<file path="src/rtl/adder_pipe_ctrl_32bits_if.sv">
// Handshake and external-adder bundle for the two-stage adder pipeline controller.
// slave is the controller's view; master is the environment (source, sink and adder).
interface adder_pipe_ctrl_32bits_if #(
  parameter int WIDTH = 32
);
  logic             in_valid;
  logic             in_ready;
  logic [WIDTH-1:0] in_a;
  logic [WIDTH-1:0] in_b;
  logic             in_cin;
  logic             in_sub;
  logic [WIDTH-1:0] add_a;
  logic [WIDTH-1:0] add_b;
  logic             add_cin;
  logic [WIDTH-1:0] add_s;
  logic             add_cout;
  logic             out_valid;
  logic             out_ready;
  logic [WIDTH-1:0] out_sum;
  logic             out_cout;
  logic             out_zero;
  logic             out_neg;
  logic             out_ovf;

  modport slave (
    input  in_valid, in_a, in_b, in_cin, in_sub, add_s, add_cout, out_ready,
    output in_ready, add_a, add_b, add_cin, out_valid, out_sum,
           out_cout, out_zero, out_neg, out_ovf
  );

  modport master (
    output in_valid, in_a, in_b, in_cin, in_sub, add_s, add_cout, out_ready,
    input  in_ready, add_a, add_b, add_cin, out_valid, out_sum,
           out_cout, out_zero, out_neg, out_ovf
  );
endinterface

</file>
<file path="src/rtl/adder_pipe_ctrl_32bits.sv">
// Two-stage valid/ready pipeline around an external combinational adder:
// S1 holds conditioned operands, S2 holds the sum and its flags.
module adder_pipe_ctrl_32bits #(
  parameter int WIDTH = 32
) (
  input logic                    clk,
  input logic                    rst,
  adder_pipe_ctrl_32bits_if.slave bus
);
  logic             s1_valid;
  logic [WIDTH-1:0] s1_a;
  logic [WIDTH-1:0] s1_b;
  logic             s1_cin;

  logic             s2_valid;
  logic [WIDTH-1:0] s2_sum;
  logic             s2_cout;
  logic             s2_zero;
  logic             s2_neg;
  logic             s2_ovf;

  logic adv1;
  logic adv2;
  logic in_xfer;
  logic zero_c;
  logic neg_c;
  logic ovf_c;

  always_comb begin
    adv2    = !s2_valid || bus.out_ready;
    adv1    = !s1_valid || adv2;
    in_xfer = bus.in_valid && adv1;
    zero_c  = (bus.add_s == '0);
    neg_c   = bus.add_s[WIDTH-1];
    // Signed overflow: operands agree in sign but the sum does not.
    ovf_c   = (s1_a[WIDTH-1] == s1_b[WIDTH-1]) && (bus.add_s[WIDTH-1] != s1_a[WIDTH-1]);
  end

  always_ff @(posedge clk) begin
    if (rst) begin
      s1_valid <= 1'b0;
      s1_a     <= '0;
      s1_b     <= '0;
      s1_cin   <= 1'b0;
      s2_valid <= 1'b0;
      s2_sum   <= '0;
      s2_cout  <= 1'b0;
      s2_zero  <= 1'b0;
      s2_neg   <= 1'b0;
      s2_ovf   <= 1'b0;
    end else begin
      if (adv1) begin
        s1_valid <= in_xfer;
        if (in_xfer) begin
          // Subtract is folded into an add: A + ~B + 1.
          s1_a   <= bus.in_a;
          s1_b   <= bus.in_sub ? ~bus.in_b : bus.in_b;
          s1_cin <= bus.in_sub ? 1'b1 : bus.in_cin;
        end
      end
      if (adv2) begin
        s2_valid <= s1_valid;
        if (s1_valid) begin
          s2_sum  <= bus.add_s;
          s2_cout <= bus.add_cout;
          s2_zero <= zero_c;
          s2_neg  <= neg_c;
          s2_ovf  <= ovf_c;
        end
      end
    end
  end

  assign bus.in_ready  = adv1;
  assign bus.add_a     = s1_a;
  assign bus.add_b     = s1_b;
  assign bus.add_cin   = s1_cin;
  assign bus.out_valid = s2_valid;
  assign bus.out_sum   = s2_sum;
  assign bus.out_cout  = s2_cout;
  assign bus.out_zero  = s2_zero;
  assign bus.out_neg   = s2_neg;
  assign bus.out_ovf   = s2_ovf;
endmodule

</file>
<file path="src/flat_wrapper.sv">
// flat-port wrapper written by rule: the top's interface ports become plain ports
module adder_pipe_ctrl_32bits_flat 
#(
  parameter int WIDTH = 32
)
  (clk, rst, bus_in_valid, bus_in_a, bus_in_b, bus_in_cin, bus_in_sub, bus_add_s, bus_add_cout, bus_out_ready, bus_in_ready, bus_add_a, bus_add_b, bus_add_cin, bus_out_valid, bus_out_sum, bus_out_cout, bus_out_zero, bus_out_neg, bus_out_ovf);
  adder_pipe_ctrl_32bits_if #(.WIDTH(WIDTH)) bus_i ();
  input logic clk;
  input logic rst;
  input wire logic [$bits(bus_i.in_valid)-1:0] bus_in_valid;
  input wire logic [$bits(bus_i.in_a)-1:0] bus_in_a;
  input wire logic [$bits(bus_i.in_b)-1:0] bus_in_b;
  input wire logic [$bits(bus_i.in_cin)-1:0] bus_in_cin;
  input wire logic [$bits(bus_i.in_sub)-1:0] bus_in_sub;
  input wire logic [$bits(bus_i.add_s)-1:0] bus_add_s;
  input wire logic [$bits(bus_i.add_cout)-1:0] bus_add_cout;
  input wire logic [$bits(bus_i.out_ready)-1:0] bus_out_ready;
  output wire logic [$bits(bus_i.in_ready)-1:0] bus_in_ready;
  output wire logic [$bits(bus_i.add_a)-1:0] bus_add_a;
  output wire logic [$bits(bus_i.add_b)-1:0] bus_add_b;
  output wire logic [$bits(bus_i.add_cin)-1:0] bus_add_cin;
  output wire logic [$bits(bus_i.out_valid)-1:0] bus_out_valid;
  output wire logic [$bits(bus_i.out_sum)-1:0] bus_out_sum;
  output wire logic [$bits(bus_i.out_cout)-1:0] bus_out_cout;
  output wire logic [$bits(bus_i.out_zero)-1:0] bus_out_zero;
  output wire logic [$bits(bus_i.out_neg)-1:0] bus_out_neg;
  output wire logic [$bits(bus_i.out_ovf)-1:0] bus_out_ovf;
  assign bus_i.in_valid = bus_in_valid;
  assign bus_i.in_a = bus_in_a;
  assign bus_i.in_b = bus_in_b;
  assign bus_i.in_cin = bus_in_cin;
  assign bus_i.in_sub = bus_in_sub;
  assign bus_i.add_s = bus_add_s;
  assign bus_i.add_cout = bus_add_cout;
  assign bus_i.out_ready = bus_out_ready;
  assign bus_in_ready = bus_i.in_ready;
  assign bus_add_a = bus_i.add_a;
  assign bus_add_b = bus_i.add_b;
  assign bus_add_cin = bus_i.add_cin;
  assign bus_out_valid = bus_i.out_valid;
  assign bus_out_sum = bus_i.out_sum;
  assign bus_out_cout = bus_i.out_cout;
  assign bus_out_zero = bus_i.out_zero;
  assign bus_out_neg = bus_i.out_neg;
  assign bus_out_ovf = bus_i.out_ovf;
  adder_pipe_ctrl_32bits #(.WIDTH(WIDTH)) u_core (.clk(clk), .rst(rst), .bus(bus_i));
endmodule
</file>
<file path="config.mk">
export PLATFORM = sky130hd
export DESIGN_NAME = adder_pipe_ctrl_32bits_flat
export DESIGN_NICKNAME = d
export VERILOG_FILES = /design/src/rtl/adder_pipe_ctrl_32bits_if.sv /design/src/rtl/adder_pipe_ctrl_32bits.sv /design/src/flat_wrapper.sv
export SDC_FILE = /design/constraint.sdc
export NUM_CORES = 1
export LEC_CHECK = 0
export ABC_AREA = 1
export CORE_ASPECT_RATIO = 1.4
export CORE_MARGIN = 5
export CORE_UTILIZATION = 39
export DETAILED_ROUTE_END_ITERATION = 6
export PLACE_DENSITY = 0.8
export SKIP_CTS_REPAIR_TIMING = 1
export SYNTH_ARGS = -nofsm -noshare
export SYNTH_HDL_FRONTEND = slang
export SYNTH_SLANG_ARGS = --single-unit
</file>
<file path="constraint.sdc">
create_clock -name clk -period 1.3 [get_ports clk]
set_clock_uncertainty 0.15 [all_clocks]
set_input_delay 0.325 -clock clk [delete_from_list [all_inputs] [get_ports clk]]
set_output_delay 0.325 -clock clk [all_outputs]
set_load 0.03 [all_outputs]
</file>
==> summary.txt <==
Critical path
  – R2r startpoint: u_core.bus.out_valid
  – WP data arrival: 1050 ps
  – Origin of the worst setup path: u_core.bus.out_valid
  – Setup crit end: bus_in_ready
  – Critical path class: register to output pin
  – Worst EP required: between 800 and 900 ps
  – Worst r2r dst: u_core.bus.out_sum[7]
  – Worst r2r path cells: 6
  – R2r setup slk: -120 ps
  – Crit-path cells: nand3_4 -> buf_6 -> buf_6
  – Most used cell, CP: buf_6
  – Max incr delay on CP: 370 ps
  – Max stage delay cell, worst path: dfxtp_4
  – CP Capture Type: output pin
  – Crit path launch type: register
  – Worst Path Max Fanout: 3

Timing
  – Setup Viol. Count Final: 26
  – Final hold vios: 0
  – Post-route worst setup slack: -226 ps
  – Final cycle utilization of the critical path: 1.17
  – RSZ-0062 raised after global routing: true
  – Relative slew margins: 0.839
  – Max-slew violation count: 0
  – Max Fclk: 0.655 GHz
  – Final min period: between 1500 and 2000 ps
  – Worst-margin pin slew: 239 ps

Yosys
  – Seq/Total Area, Yosys: 0.526
  – Async S/R FF share, synth: 0
  – Synth unique cells: 20
  – Ys Warns: 0
  – Netlist Area Pre-Place: 0.00388 sq mm
  – Synth area leader: dfxtp_1
  – Flops & latches, synth: 102
  – Commonest cells post-synth: 131 x nor2_1, 102 x dfxtp_1, 95 x o21ai_0, 44 x a21oi_1, 31 x xnor2_1
  – Most numerous cell in the Yosys netlist: nor2_1
  – Top cell type's share of synthesized area: 0.526
  – Synth top area cells: dfxtp_1 53%, nor2_1 13%, o21ai_0 12%
  – Synth Instances: 476
  – Post-Syn Nets: 579
  – Dominant synthesized flop cell: dfxtp_1
  – EDFF count, synth: 0
  – Syn Area/Cell: just over 8 sq um

Detailed routing
  – Drt pass-1 iters: 4
  – Via count: approximately 4,100
  – Via density: 4.94
  – DRC Markers: 0
  – Antenna-violating nets left: 0
  – Routed Wire Length: 14,100 um
  – WL/cell: approximately 17 um
  – DRT iter0 DRCs: 150

Clocking
  – Cts bufs inserted: 9
  – Clk_lat worst skew: 340 ps
  – TritonCTS clock tree: done
  – Clock sink total: 102
  – Htree depth: 3
  – Clock Tree Buf Depth: 2
  – Clock Tree Root: clkbuf_16
  – Clk pin slew, worst setup/hold paths: 60 ps

Status
  – Failing checks: negative setup slack
  – Status: finished with violations

Pwr
  – Pleak: 3.00 nW
  – Pwr dens: 1210 mW/mm^2
  – Worst VDD drop: 0.000703 V

Finish
  – Fillers: 685
  – Synthesis-to-finish area growth: 82.8%
  – Non-Filler Instances: 836
  – Final Cell Area: 0.00710 sq mm
  – Final net count: 800
  – Fraction of layout cells with a size suffix above 1: 0.398
  – Diode count: 0

GRT
  – Global-route wire length before repair: around 19,000 um
  – Overflow after GRT: 0
  – All-Layer GR Usage: 0.206
  – Vias in the first global route: 3,962
  – Largest net degree at the start of global routing: 45
  – Initial antenna violation count: 0

Place
  – Placed instance count: 806
  – Post-detail-place hpwl: 9870 um
  – Placer Congestion: 0.847
  – Buffers added on ports: 205
  – Placed Area: 0.00603 sq mm

Flow run
  – Max Cap Violations: 0

Die
  – Rows: 43
  – Top Ports: 206
  – Die area: 0.0121 sq mm
  – Initial core utilization: 0.394
  – Core area: 0.00985 sq mm
  – Die Span Y: 128 um
  – Die width: roughly 94 um

Min path
  – Critical hold path startpoint: bus_add_s[27]
  – Hold depth: 3
  – HP Class: input pin to register
[worst max-delay path, delay by kind of cell (launching register included)]
family	cells	cell delay, ps
flip-flops	1	370
buffers and inverters	2	260
AND/OR/NAND/NOR	1	90
[report_power, final]
part / internal (mW) / switching, mW / leakage (nW)
registers: 3.41 / 0.175 / 0.879
logic: 1.08 / 1.09 / 1.96
clock network: 1.73 / 1.14 / 0.153
total: 6.22 / 2.40 / 3.00
[worst min-delay path by stage]
stage	slack, ps	endpoint
detailed placement	320	u_core.bus.add_a[8]
CTS	320	u_core.bus.add_cin
global placement	320	u_core.bus.add_a[8]
global route	190	u_core.bus.out_sum[25]
floorplan	230	u_core.bus.out_valid
finish	160	u_core.bus.out_sum[27]
[cell type report]
type,instances,area (sq um),share of cell area
clock inverter,3,68.8,0.00969
sequential,102,2180,0.307
timing repair buffer,244,2730,0.385
inverter,16,72.6,0.0102
tap,135,169,0.0238
multi-input combinational,324,1640,0.230
clock buffer,12,246,0.0347
[through the flow]
stage                     hold WS (ps)  utilization  total power, mW  TNS [ps]  setup slack (ps)
after floorplan                    234            -             4.54     -1880             -71.0
after global placement             316        0.612             5.43    -45030              -492
after detailed placement           324        0.612             5.48    -44530              -528
after CTS                          317        0.644             8.34    -13100              -395
after global routing               188        0.721             8.98     -5560              -260
final                              164        0.721             8.62     -1030              -226
[cells by family (layout without fill, tap and decap cells)]
family	after synthesis	count (layout)	share of synthesized area
XOR/XNOR	32	32	0.0722
flip-flops	102	102	0.526
AO/OA/AOI/OAI	143	143	0.185
AND/OR/NAND/NOR	149	149	0.150
buffers and inverters	50	275	0.0673
[layer usage]
layer,part of all wire,vias to the layer above,GRT usage
met3,0.083,36,0.0711
met1,0.34,1910,0.202
li1,-,1991,-
met5,0,-,0
met2,0.54,193,0.381
met4,0.039,0,0.0944
[sequential cells by signal (all words and copies together) (netlist names)]
name                  count
u_core.bus.add_cin        1
u_core.bus.out_valid      1
u_core.bus.out_sum       31
u_core.bus.out_zero       1
u_core.s1_valid           1
u_core.bus.add_a         32
u_core.bus.out_neg        1
u_core.bus.out_ovf        1
u_core.bus.out_cout       1
u_core.bus.add_b         32
[layout by cell type (no fill, tap or decap), types with 2 or more instances in the layout]
cell type	Yosys	routed
a21oi_1	44	40
a21oi_2	0	4
buf_12	0	14
buf_4	3	21
buf_6	6	102
bufinv_16	0	2
clkbuf_1	11	2
clkbuf_16	0	13
clkdlybuf4s50_1	0	96
dfxtp_2	0	99
dfxtp_4	0	3
dlymetal6s2s_1	0	5
inv_1	12	12
inv_4	0	2
nand2_1	8	7
nand3_1	6	6
nor2_1	131	125
nor2_2	0	6
nor3_1	2	2
o21ai_0	95	53
o21ai_1	3	41
o21ai_2	0	4
xnor2_1	31	31
Power figures use the tool's default switching activity.
